==> src/rtl/decoder_pkg.sv <==
// ---------------------------------------------------------------------------
// decoder_pkg
// Shared definitions for the vector-core decode stage:
//   - opcode constants (instr[31:26])
//   - branch-type encodings
//   - NIC address region tag (mem_addr[15:14])
//   - dec_bundle_t : the decoded control bundle held in the output register
//   - decode_instr : pure combinational decode of one 32-bit instruction
// ---------------------------------------------------------------------------
package decoder_pkg;

  localparam logic [5:0] OP_RTYPE = 6'b101010;
  localparam logic [5:0] OP_VBNZ  = 6'b100010;
  localparam logic [5:0] OP_VBEZ  = 6'b100011;
  localparam logic [5:0] OP_LD    = 6'b100000;
  localparam logic [5:0] OP_SD    = 6'b100001;
  localparam logic [5:0] OP_NOP   = 6'b111100;

  typedef enum logic [1:0] {
    BR_NONE = 2'b00,
    BR_NZ   = 2'b10,
    BR_EZ   = 2'b11
  } br_e;

  localparam logic [1:0] NIC_REGION = 2'b11;

  // NIC channel index is carried at full address width; the top trims it
  // to NIC_IDX_W bits on the way out.
  localparam int NIC_ADDR_MAX_W = 16;

  typedef struct packed {
    logic [4:0]                rs_a;
    logic [4:0]                rs_b;
    logic [4:0]                hdu_a;
    logic [4:0]                hdu_b;
    logic [4:0]                rd;
    logic                      wr_en;
    logic [1:0]                ww;
    logic [5:0]                op;
    logic [2:0]                ppp;
    br_e                       br;
    logic [15:0]               br_imm;
    logic [15:0]               mem_addr;
    logic                      mem_en;
    logic                      store_en;
    logic                      load_sel;
    logic                      nic_en;
    logic                      nic_wr;
    logic [NIC_ADDR_MAX_W-1:0] nic_addr;
    logic                      load_nic;
    logic                      illegal;
  } dec_bundle_t;

  // idx_w selects how many low address bits form the NIC channel index;
  // tx_ch is the single channel that accepts stores.
  function automatic dec_bundle_t decode_instr(
    input logic [31:0] ins,
    input int unsigned idx_w,
    input int unsigned tx_ch
  );
    dec_bundle_t d;
    logic [15:0] addr;
    logic [15:0] mask;
    logic [15:0] idx;
    logic        in_nic;
    d      = '0;
    addr   = ins[15:0];
    mask   = 16'((32'd1 << idx_w) - 32'd1);
    idx    = addr & mask;
    in_nic = (addr[15:14] == NIC_REGION);
    case (ins[31:26])
      OP_RTYPE: begin
        d.rs_a  = ins[20:16];
        d.hdu_a = ins[20:16];
        d.rs_b  = ins[15:11];
        d.hdu_b = ins[15:11];
        d.rd    = ins[25:21];
        d.wr_en = 1'b1;
        d.ppp   = ins[10:8];
        d.ww    = ins[7:6];
        d.op    = ins[5:0];
      end
      OP_VBNZ, OP_VBEZ: begin
        d.rs_a   = ins[25:21];
        d.hdu_a  = ins[25:21];
        d.br     = (ins[26]) ? BR_EZ : BR_NZ;
        d.br_imm = ins[15:0];
        d.ppp    = ins[10:8];
      end
      OP_LD: begin
        d.hdu_a    = ins[25:21];
        d.rd       = ins[25:21];
        d.wr_en    = 1'b1;
        d.mem_en   = 1'b1;
        d.mem_addr = addr;
        d.ppp      = ins[10:8];
        // Channel 0 of the NIC region is ordinary data memory.
        if (in_nic && (idx != 16'd0)) begin
          d.nic_en   = 1'b1;
          d.load_nic = 1'b1;
          d.nic_addr = idx;
        end else begin
          d.load_sel = 1'b1;
        end
      end
      OP_SD: begin
        d.rs_a     = ins[25:21];
        d.hdu_a    = ins[25:21];
        d.mem_en   = 1'b1;
        d.store_en = 1'b1;
        d.mem_addr = addr;
        d.ppp      = ins[10:8];
        if (in_nic && (idx == 16'(tx_ch))) begin
          d.nic_en   = 1'b1;
          d.nic_wr   = 1'b1;
          d.nic_addr = idx;
        end
      end
      OP_NOP: begin
        d.ppp = ins[10:8];
      end
      default: begin
        d.illegal = 1'b1;
      end
    endcase
    return d;
  endfunction

endpackage

==> src/rtl/decoder_fifo.sv <==
// ---------------------------------------------------------------------------
// decoder_fifo
// Generic DEPTH x WIDTH synchronous FIFO with flush and occupancy output.
// DEPTH must be a power of two so pointers wrap naturally.
// Ports:
//   clk, rst_n  : clock, asynchronous active-low reset
//   i_flush     : empty the FIFO on the next edge (wins over push/pop)
//   i_push      : write i_data (ignored when full unless popping too)
//   i_pop       : drop the head entry (ignored when empty)
//   o_data      : head entry (valid when !o_empty)
//   o_full      : level == DEPTH
//   o_empty     : level == 0
//   o_level     : current occupancy
// ---------------------------------------------------------------------------
module decoder_fifo #(
  parameter int DEPTH = 2,
  parameter int WIDTH = 32,
  localparam int PTR_W = (DEPTH > 1) ? $clog2(DEPTH) : 1,
  localparam int LVL_W = $clog2(DEPTH) + 1
) (
  input  logic             clk,
  input  logic             rst_n,
  input  logic             i_flush,
  input  logic             i_push,
  input  logic [WIDTH-1:0] i_data,
  input  logic             i_pop,
  output logic [WIDTH-1:0] o_data,
  output logic             o_full,
  output logic             o_empty,
  output logic [LVL_W-1:0] o_level
);

  logic [DEPTH-1:0][WIDTH-1:0] r_mem;
  logic [PTR_W-1:0]            r_wr_ptr;
  logic [PTR_W-1:0]            r_rd_ptr;
  logic [LVL_W-1:0]            r_level;
  logic                        w_do_pop;
  logic                        w_do_push;

  assign o_full  = (r_level == LVL_W'(DEPTH));
  assign o_empty = (r_level == '0);
  assign o_level = r_level;
  assign o_data  = r_mem[r_rd_ptr];

  // A pop frees the slot this same edge, so push-while-full is legal then.
  assign w_do_pop  = i_pop && !o_empty && !i_flush;
  assign w_do_push = i_push && (!o_full || w_do_pop) && !i_flush;

  always_ff @(posedge clk or negedge rst_n) begin
    if (!rst_n) begin
      r_wr_ptr <= '0;
      r_rd_ptr <= '0;
      r_level  <= '0;
    end else if (i_flush) begin
      r_wr_ptr <= '0;
      r_rd_ptr <= '0;
      r_level  <= '0;
    end else begin
      if (w_do_push) r_wr_ptr <= r_wr_ptr + 1'b1;
      if (w_do_pop)  r_rd_ptr <= r_rd_ptr + 1'b1;
      case ({w_do_push, w_do_pop})
        2'b10:   r_level <= r_level + 1'b1;
        2'b01:   r_level <= r_level - 1'b1;
        default: r_level <= r_level;
      endcase
    end
  end

  // Storage needs no reset: occupancy alone defines what is valid.
  always_ff @(posedge clk) begin
    if (w_do_push) r_mem[r_wr_ptr] <= i_data;
  end

endmodule

==> src/rtl/pipelined_instruction_decoder.sv <==
// ---------------------------------------------------------------------------
// pipelined_instruction_decoder
// Vector-core decode stage: fetch -> FIFO -> decode(head) -> output register.
// Optional build macro: DEC_ILLEGAL_TRAP_EN adds illegal / illegal_sticky.
// Ports:
//   clk, rst_n            : clock, asynchronous active-low reset
//   in_valid/in_ready     : fetch handshake (in_ready = FIFO not full)
//   instr                 : instruction word
//   flush                 : drop everything buffered and decoded
//   out_valid/out_ready   : downstream handshake for the decoded bundle
//   rs_a, rs_b            : register-read addresses
//   hdu_a, hdu_b          : hazard-unit source addresses
//   rd, wr_en, ww, op     : destination, write enable, width, ALU op
//   ppp                   : participation field
//   br, br_imm            : branch type and immediate
//   mem_addr, mem_en      : memory address / access
//   store_en, load_sel    : store / load from data memory
//   nic_en, nic_wr        : NIC access / write
//   nic_addr, load_nic    : NIC channel / load from NIC
//   fifo_level            : input FIFO occupancy
//   illegal               : (macro) bundle came from an unlisted opcode
//   illegal_sticky        : (macro) an illegal bundle has been presented
// ---------------------------------------------------------------------------
module pipelined_instruction_decoder
  import decoder_pkg::*;
#(
  parameter int INSTR_W    = 32,
  parameter int FIFO_DEPTH = 2,
  parameter int NIC_IDX_W  = 2,
  parameter int NIC_TX_CH  = 2
) (
  input  logic                          clk,
  input  logic                          rst_n,
  input  logic                          in_valid,
  output logic                          in_ready,
  input  logic [INSTR_W-1:0]            instr,
  input  logic                          flush,
  output logic                          out_valid,
  input  logic                          out_ready,
  output logic [4:0]                    rs_a,
  output logic [4:0]                    rs_b,
  output logic [4:0]                    hdu_a,
  output logic [4:0]                    hdu_b,
  output logic [4:0]                    rd,
  output logic                          wr_en,
  output logic [1:0]                    ww,
  output logic [5:0]                    op,
  output logic [2:0]                    ppp,
  output logic [1:0]                    br,
  output logic [15:0]                   br_imm,
  output logic [15:0]                   mem_addr,
  output logic                          mem_en,
  output logic                          store_en,
  output logic                          load_sel,
  output logic                          nic_en,
  output logic                          nic_wr,
  output logic [NIC_IDX_W-1:0]          nic_addr,
  output logic                          load_nic,
  output logic [$clog2(FIFO_DEPTH):0]   fifo_level
`ifdef DEC_ILLEGAL_TRAP_EN
  ,
  output logic                          illegal,
  output logic                          illegal_sticky
`endif
);

  logic [INSTR_W-1:0] w_head;
  logic               w_full;
  logic               w_empty;
  logic               w_push;
  logic               w_load;
  dec_bundle_t        w_dec;
  dec_bundle_t        r_bundle;
  logic               r_out_valid;

  // in_ready looks only at the registered level, never at out_ready,
  // so there is no combinational path from downstream back to fetch.
  assign in_ready = !w_full;
  assign w_push   = in_valid && !w_full && !flush;
  assign w_load   = !w_empty && (!r_out_valid || out_ready) && !flush;

  decoder_fifo #(
    .DEPTH (FIFO_DEPTH),
    .WIDTH (INSTR_W)
  ) u_fifo (
    .clk     (clk),
    .rst_n   (rst_n),
    .i_flush (flush),
    .i_push  (w_push),
    .i_data  (instr),
    .i_pop   (w_load),
    .o_data  (w_head),
    .o_full  (w_full),
    .o_empty (w_empty),
    .o_level (fifo_level)
  );

  assign w_dec = decode_instr(w_head[31:0], NIC_IDX_W, NIC_TX_CH);

  always_ff @(posedge clk or negedge rst_n) begin
    if (!rst_n) begin
      r_out_valid <= 1'b0;
      r_bundle    <= '0;
    end else if (flush) begin
      r_out_valid <= 1'b0;
      r_bundle    <= '0;
    end else if (w_load) begin
      r_out_valid <= 1'b1;
      r_bundle    <= w_dec;
    end else if (out_ready) begin
      // Bundle fields are left as-is; only the qualifier drops.
      r_out_valid <= 1'b0;
    end
  end

  assign out_valid = r_out_valid;
  assign rs_a      = r_bundle.rs_a;
  assign rs_b      = r_bundle.rs_b;
  assign hdu_a     = r_bundle.hdu_a;
  assign hdu_b     = r_bundle.hdu_b;
  assign rd        = r_bundle.rd;
  assign wr_en     = r_bundle.wr_en;
  assign ww        = r_bundle.ww;
  assign op        = r_bundle.op;
  assign ppp       = r_bundle.ppp;
  assign br        = r_bundle.br;
  assign br_imm    = r_bundle.br_imm;
  assign mem_addr  = r_bundle.mem_addr;
  assign mem_en    = r_bundle.mem_en;
  assign store_en  = r_bundle.store_en;
  assign load_sel  = r_bundle.load_sel;
  assign nic_en    = r_bundle.nic_en;
  assign nic_wr    = r_bundle.nic_wr;
  assign nic_addr  = r_bundle.nic_addr[NIC_IDX_W-1:0];
  assign load_nic  = r_bundle.load_nic;

  // Bits of the bundle that never reach a port in this build.
  logic w_unused;

`ifdef DEC_ILLEGAL_TRAP_EN
  logic r_illegal_sticky;

  // Sets on the edge the illegal bundle is loaded, i.e. when it is first
  // presented; flush does not touch it.
  always_ff @(posedge clk or negedge rst_n) begin
    if (!rst_n)                       r_illegal_sticky <= 1'b0;
    else if (w_load && w_dec.illegal) r_illegal_sticky <= 1'b1;
  end

  assign illegal        = r_bundle.illegal;
  assign illegal_sticky = r_illegal_sticky;
  assign w_unused       = ^r_bundle.nic_addr[NIC_ADDR_MAX_W-1:NIC_IDX_W];
`else
  assign w_unused = ^{r_bundle.nic_addr[NIC_ADDR_MAX_W-1:NIC_IDX_W], r_bundle.illegal};
`endif

endmodule

==> config.mk <==
export PLATFORM = sky130hd
export DESIGN_NAME = pipelined_instruction_decoder
export DESIGN_NICKNAME = d
export VERILOG_FILES = /design/src/rtl/decoder_pkg.sv /design/src/rtl/decoder_fifo.sv /design/src/rtl/pipelined_instruction_decoder.sv
export SDC_FILE = /design/constraint.sdc
export NUM_CORES = 1
export LEC_CHECK = 0
export ABC_AREA = 1
export BUFFER_PORTS_ARGS = -buffer_cell sky130_fd_sc_hd__buf_4
export CORE_UTILIZATION = 33
export CTS_CLUSTER_DIAMETER = 200
export CTS_CLUSTER_SIZE = 24
export DETAILED_ROUTE_END_ITERATION = 7
export SLEW_MARGIN = 20
export SYNTH_ARGS = -nofsm -noshare
export SYNTH_HDL_FRONTEND = slang
export SYNTH_SLANG_ARGS = --single-unit
==> constraint.sdc <==
create_clock -name clk -period 3.7 [get_ports clk]
set_input_delay 0.37 -clock clk [delete_from_list [all_inputs] [get_ports clk]]
set_output_delay 0.37 -clock clk [all_outputs]
set_load 0.005 [all_outputs]
==> summary.md, run 1 <==
| Metric | Value |
|---|---|
| CTS clk-pin slew, worst paths | `0.06 ns` |
| Crit path DAT | `2.74 ns` |
| GR peak layer | `met2` |
| Sequential power share | `0.400` |
| Setup tns final | `0 ns` |
| Global routing usage on met3 | `0.0333` |
| Max-slew violations | `0` |
| # IOs | `120` |
| Sw frac | `0.308` |
| WP depth | `7` |
| CP Capture Type | `register` |
| Htree depth | `4` |
| CP Class | `reg -> reg` |
| Sw Pwr | `1.42 mW` |
| Leakage | `3.61 nW` |
| CP cell instances | `inv_4 -> nand2_1 -> nand2_1 -> nand2_1 -> nor2_2 -> nand3_1 -> o21ai_0` |
| Routed wire per std cell | `15.2 microns` |
| Clk sinks | `143` |
| Critical-path top delay cell | `nand3_1` |
| CP max stage delay | `0.58 ns` |
| PortBufs | `119` |
| Largest net degree at the start of global routing | `80` |
| P_int | `3.20 mW` |
| Iter 0 DRT Violations | `194` |
| Vias | `4262` |
| Worst r2r src | `u_fifo.r_rd_ptr` |
| Clock power frac | `0.386` |
| Drt pass-1 iters | `5` |
| Clock period minus worst slack | `2.42 ns` |
| Die H | `137 microns` |
| Max clock buf depth | `2` |
| Global-route wire length before repair | `22100 microns` |
| Setup-failing EPs final | `0` |
| Power Density | `602 nW/um^2` |
| Status | `finished, violations left` |
| Nets | `721` |
| Cell Area, Synth | `6010 sq um` |
| Fraction of layout cells with a size suffix above 1 | `0.297` |
| Hold Slack | `-0.0156 ns` |
| Part of the cycle the worst path needs | `0.653` |
| Cts hold-fix bufs | `0` |
| Least-Margin Pin Slew | `0.993 ns` |
| Max Freq | `0.414 GHz` |
| Failing checks | `negative hold slack` |
| CTS tree | `built` |
| Vias in the first global route | `4124` |
| Syn. warnings | `0` |
| Post-CTS Setup Bufs | `0` |
| Detail Placement HPWL | `10000 microns` |
| Setup crit start kind | `register` |
| ANT nets after route | `0` |
| Mean Syn Cell Area | `10.6 sq um` |
| WP buf/inv | `1` |
| Max-cap violations | `0` |
| Layout area overhead | `27.6%` |
| Root Buffer | `clkbuf_16` |
| FF-to-FF path depth | `7` |
| Comb pwr share | `0.214` |
| Hold WC Path Type | `in -> async` |
| GR Util All Layers | `0.159` |
| Gpl congestion | `0.803` |
| Peak VDD IR | `0.335 mV` |
| Most frequent CP cell | `nand2_1` |
| Syn nets | `606` |
| TritonCTS Buffers | `17` |
| Syn Inst Count | `569` |
| Full die area | `18800 sq um` |
| Congestion Overflow GR | `0` |
| Synthesized flop and latch total | `143` |
| Antenna violations before repair | `0` |
| Met1 Use GR | `0.197` |
| Top Family by Delay on Critical Path | `simple AND/OR/NAND/NOR gates` |
| Initial Util | `0.336` |
| Worst slew margin | `0.336` |
| CP required | `4.03 ns` |
| Total core area | `17900 sq um` |
| Worst skew pair latency | `0.43 ns` |
| Count of unique library cells instantiated by Yosys | `29` |
| Detailed Route WL | `14100 microns` |
| Terminus of the critical flop-to-flop path | `br_imm[2]` |
| DR DRC count | `0` |
| Vias/cell | `4.60` |
| Diode count | `0` |
| Clk_skew | `0.00763 ns` |
| M2 GR Usage | `0.266` |
| Die width | `137 microns` |
| R2r setup slk | `1.28 ns` |
| Final Hold Viols | `13` |
| FP Rows | `49` |
| RSZ-0062 raised after global routing | `no` |
| Crit path max fanout | `27` |
| Post_cts resized | `0` |
| Post-synthesis sequential area ratio | `0.648` |
==> flip-flops by register name (all words and copies together) (netlist names), 2 cells and up <==
signal / count
ppp: 3
br_imm: 16
nic_addr: 2
u_fifo.o_level: 2
u_fifo.r_mem: 64
rs_a: 5
mem_addr: 16
op: 6
hdu_a: 5
ww: 2
br: 2
rs_b: 5
rd: 5
==> cell families after synthesis <==
| group | count (synthesis) | share of synthesized area |
|---|---|---|
| DFF | 143 | 0.648 |
| muxes | 10 | 0.0166 |
| xor gates and xnor gates | 1 | 0.00146 |
| AOI/OAI and AO/OA | 59 | 0.0620 |
| buffers and inverters | 55 | 0.0503 |
| and+or+nand+nor | 301 | 0.221 |
==> power by group through the flow <==
stage               Clock, mW  Sequential [mW]  Combinational (mW)
detailed placement          0             1.88               0.996
global route             1.88             1.86                1.11
floorplan                   0             1.85               0.768
global placement            0             1.87               0.973
finish                   1.79             1.85               0.987
CTS                      1.82             1.85                1.00
==> cells in the mapped netlist <==
cell / count / area share
inv_4: 1 / 0.0010
edfxtp_1: 64 / 0.32
buf_6: 6 / 0.011
nand2_4: 2 / 0.0037
nand3_2: 2 / 0.0033
or2_1: 3 / 0.0031
nor2_2: 5 / 0.0052
nand2_2: 6 / 0.0062
nor3_4: 1 / 0.0027
nor2_8: 2 / 0.0067
buf_4: 10 / 0.012
nand3_1: 25 / 0.021
nand3_4: 2 / 0.0058
clkbuf_1: 2 / 0.0012
inv_1: 27 / 0.017
o21ai_0: 26 / 0.022
o31ai_1: 1 / 0.0012
a21oi_1: 1 / 0.00083
xnor2_1: 1 / 0.0015
nor2_4: 2 / 0.0037
nand4_1: 2 / 0.0021
nor2_1: 15 / 0.0094
o21ai_1: 11 / 0.0092
o21ai_2: 20 / 0.029
mux2i_1: 10 / 0.017
buf_2: 9 / 0.0075
dfrtp_1: 79 / 0.33
or2_2: 6 / 0.0062
nand2_1: 228 / 0.14
==> how the worst max path moves through the flow <==
stage / startpoint / to / slack [ns]
6_report: u_fifo.r_rd_ptr / br_imm[2] / 1.28
5_1_grt: u_fifo.r_rd_ptr / br_imm[2] / 1.01
4_1_cts: u_fifo.r_rd_ptr / br_imm[3] / 1.30
3_5_place_dp: u_fifo.r_rd_ptr / br_imm[5] / 1.30
3_3_place_gp: u_fifo.r_rd_ptr / br_imm[2] / 1.44
2_1_floorplan: u_fifo.o_level[0] / u_fifo.r_mem[0] / 1.04
==> final cells by class <==
type	instances	area [sq um]
multi-input combinational	371	1840
tap	229	287
fill	1709	10200
sequential	143	3900
clock inverter	15	190
timing repair buffer	123	927
inverter	28	108
clock buffer	17	425
==> metrics by stage <==
stage | cells | instance area (sq um) | worst slack (ns) | utilization | power [mW]
after floorplan | 569 | 6010 | 1.04 | - | 2.61
after global placement | 894 | 7050 | 1.44 | 0.394 | 2.85
after detailed placement | 894 | 7050 | 1.30 | 0.394 | 2.88
after CTS | 926 | 7670 | 1.30 | 0.428 | 4.67
after global routing | 926 | 7670 | 1.01 | 0.429 | 4.85
final | 926 | 7670 | 1.28 | 0.429 | 4.62
==> cell usage in the layout (no fill, tap or decap), drive strengths merged, types with 2 or more instances in the layout <==
cell type  instances
nand2            236
edfxtp            64
dfrtp             79
clkinv             7
clkinvlp           2
nor2              24
nand3             29
or2                9
clkbuf            17
o21ai             57
mux2i             10
inv               30
bufinv             4
nand4              2
buf              123
==> layer usage <==
| layer | part of all wire | routed length (microns) | vias up |
|---|---|---|---|
| li1 | - | - | 2085 |
| met1 | 0.43 | 6040 | 2036 |
| met2 | 0.50 | 7020 | 123 |
| met3 | 0.053 | 749 | 18 |
| met4 | 0.018 | 260 | 0 |
| met5 | 0 | 0 | - |
Note: power is estimated with default switching activity, not from simulation.
==> run 2: changes to the inputs <==
==> constraint.sdc (replaced) <==
create_clock -name clk -period 2.5 [get_ports clk]
set_input_delay 0.25 -clock clk [delete_from_list [all_inputs] [get_ports clk]]
set_output_delay 0.25 -clock clk [all_outputs]
set_load 0.005 [all_outputs]
==> run 2 against run 1 <==
Against the previous run: the flow now finishes without violations; flip-flop and latch count did not move; wire length down 2.0%; hold slack better by 0.033 ns; cell count increased by 2.8%; power increased by 45%; core utilization grew 1.2 points; maximum frequency rose by 24%; combinational power increased by 52%; die area stayed put; first-iteration DRC count up 24%; critical endpoint is now ppp[0]; largest cell class unchanged; highest routed layer unchanged.
==> summary.md, run 2 (synthesized netlist as in run 1, its figures left out) <==
| Metric | Value |
|---|---|
| Status | `finished clean` |
| Peak VDD IR | `0.517 mV (+54%)` |
| Worst skew pair latency | `0.42 ns (about the same)` |
| CP Class | `reg -> reg` |
| Routed wire per std cell | `14.5 microns (-4.7%)` |
| Sw frac | `0.305 (-0.00342)` |
| FP Rows | `49 (unchanged)` |
| Final Hold Viols | `0 (-13)` |
| Crit path max fanout | `17 (-37%)` |
| CP Capture Type | `register` |
| Clk sinks | `143 (unchanged)` |
| RSZ-0062 raised after global routing | `no` |
| Leakage | `3.71 nW (+2.8%)` |
| Setup tns final | `0 ns (unchanged)` |
| Max-slew violations | `0 (unchanged)` |
| TritonCTS Buffers | `17 (unchanged)` |
| Full die area | `18800 sq um (unchanged)` |
| Crit path DAT | `2.30 ns (-0.44 ns)` |
| PortBufs | `119 (unchanged)` |
| Root Buffer | `clkbuf_16` |
| Nets | `747 (+3.6%)` |
| Post-Layout Cell Count | `952 (+2.8%)` |
| Clock period minus worst slack | `1.95 ns (-0.468 ns)` |
| Diode count | `0 (unchanged)` |
| CTS tree | `built` |
| Final Util | `0.441 (+0.0120)` |
| Gpl congestion | `0.831 (+3.4%)` |
| Largest register FFs | `64 (unchanged)` |
| # IOs | `120 (unchanged)` |
| Clock power frac | `0.367 (-0.019)` |
| Layout area overhead | `31.1%` |
| Vias/cell | `4.54 (-1.4%)` |
| Max-cap violations | `0 (unchanged)` |
| Total core area | `17900 sq um (unchanged)` |
| Setup-failing EPs final | `0 (unchanged)` |
| Global-route wire length before repair | `21600 microns (-2.4%)` |
| Clk_skew | `0.00941 ns (+0.00178 ns)` |
| Congestion Overflow GR | `0 (unchanged)` |
| Antenna violations before repair | `0 (unchanged)` |
| Detail Placement HPWL | `9940 microns (-0.95%)` |
| Fraction of layout cells with a size suffix above 1 | `0.292 (-0.00515)` |
| GR Util All Layers | `0.156 (-0.00339)` |
| Part of the cycle the worst path needs | `0.779 (+0.126)` |
| Leading cell type in the layout, fill and taps excluded | `nand2_1` |
| ANT nets after route | `0 (unchanged)` |
| Comb pwr share | `0.224 (+0.010)` |
| Power consumption | `6.69 mW (+45%)` |
| DP Cell Count | `901 (+0.78%)` |
| Htree depth | `4 (unchanged)` |
| DR DRC count | `0 (unchanged)` |
| Die H | `137 microns (unchanged)` |
| Hold WC Path Type | `in -> reg` |
| Sequential power share | `0.409 (+0.009)` |
| Sw Pwr | `2.04 mW (+43%)` |
| Post_cts resized | `0 (unchanged)` |
| Setup crit start kind | `register` |
| Max clock buf depth | `2 (unchanged)` |
| Power Density | `848 nW/um^2 (+41%)` |
| Largest net degree at the start of global routing | `66 (-18%)` |
| Max Freq | `0.514 GHz (+24%)` |
| CP required | `2.86 ns (-1.17 ns)` |
| Vias in the first global route | `4090 (-0.82%)` |
| Worst slew margin | `0.430 (+0.0939)` |
| Commonest cells after routing, fill and taps aside | `nand2_1, buf_4, dfrtp_1` |
| CTS clk-pin slew, worst paths | `0.06 ns (about the same)` |
| Reg with most FFs | `u_fifo.r_mem` |
| Least-Margin Pin Slew | `0.855 ns (-0.138 ns)` |
| P_int | `4.65 mW (+45%)` |
| Vias | `4321 (+1.4%)` |
| Drt pass-1 iters | `4 (-1)` |
| Detailed Route WL | `13800 microns (-2.0%)` |
| Die width | `137 microns (unchanged)` |
| Post-CTS Setup Bufs | `0 (unchanged)` |
| Iter 0 DRT Violations | `240 (+24%)` |
| Initial Util | `0.336 (unchanged)` |
## run 2: changes by cell type in the layout (fill, tap and decap cells not counted), sizes merged
| cell | change |
|---|---|
| dlygate4sd3 | +19 |
| clkbuf | +8 |
| buf | +7 |
| bufinv | -3 |
| clkinv | -2 |
| inv | -2 |
| clkinvlp | -1 |
## run 2: routing by layer
metal | share of wire | up-vias | global-route usage
met5 | 0 | - | 0
met4 | 0.0090 | 0 | 0.0513
met3 | 0.045 | 10 | 0.0407
met2 | 0.51 | 94 | 0.259
met1 | 0.44 | 2077 | 0.196
li1 | - | 2140 | -
## run 2: power groups by stage
stage                     sequential [mW]  clock (mW)  combinational [mW]
after floorplan                      2.73           0                1.14
after global placement               2.78           0                1.46
after detailed placement             2.78           0                1.49
after CTS                            2.74        2.51                1.50
after global routing                 2.76        2.62                1.68
final                                2.74        2.45                1.50
## run 2: critical path, cell delays in order, from the launching register on
cell and delay (ns):
dfrtp_2 0.53, buf_4 0.25, nand2_1 0.07, nand2_1 0.14, nor2_1 0.22, nand3_4 0.29
nand3_1 0.24, nand2_1 0.08, nand2_1 0.06
## run 2: final cells by class
cell class / count / area [sq um]
Clock inverter: 7 / 73.8
Tap cell: 229 / 287
Multi-Input combinational cell: 371 / 1840
Timing Repair Buffer: 149 / 1170
Sequential cell: 143 / 3900
Fill cell: 1708 / 10000
Inverter: 28 / 108
Clock buffer: 25 / 518
## run 2: repair_timing
action,CTS,global route
hold buffers,1,18
endpoints found under the hold margin,64,33
setup endpoints to repair,0,0
## run 2: worst paths after layout
check | start | endpoint | slack, ns | cells past startpoint
max | u_fifo.r_rd_ptr | ppp[0] | 0.55 | 8
min | instr[27] | u_fifo.r_mem[59] | 0.02 | 1
max reg2reg | u_fifo.r_rd_ptr | ppp[0] | 0.55 | 8
min reg2reg | rs_a[4] | rs_a[4] | 0.48 | 2
max in group asynchronous | rst_n | u_fifo.r_wr_ptr | 1.25 | 3
min in group asynchronous | rst_n | br_imm[10] | 0.48 | 2
## run 2: through the flow
stage	setup WS (ns)	cell area, sq um	hold WS (ns)
final	0.553	7890	0.0171
after floorplan	0.0445	6020	-0.0456
after global routing	0.358	7890	0.000422
after CTS	0.545	7710	0.0000100
after detailed placement	0.560	7110	0.413
after global placement	0.608	7110	0.395
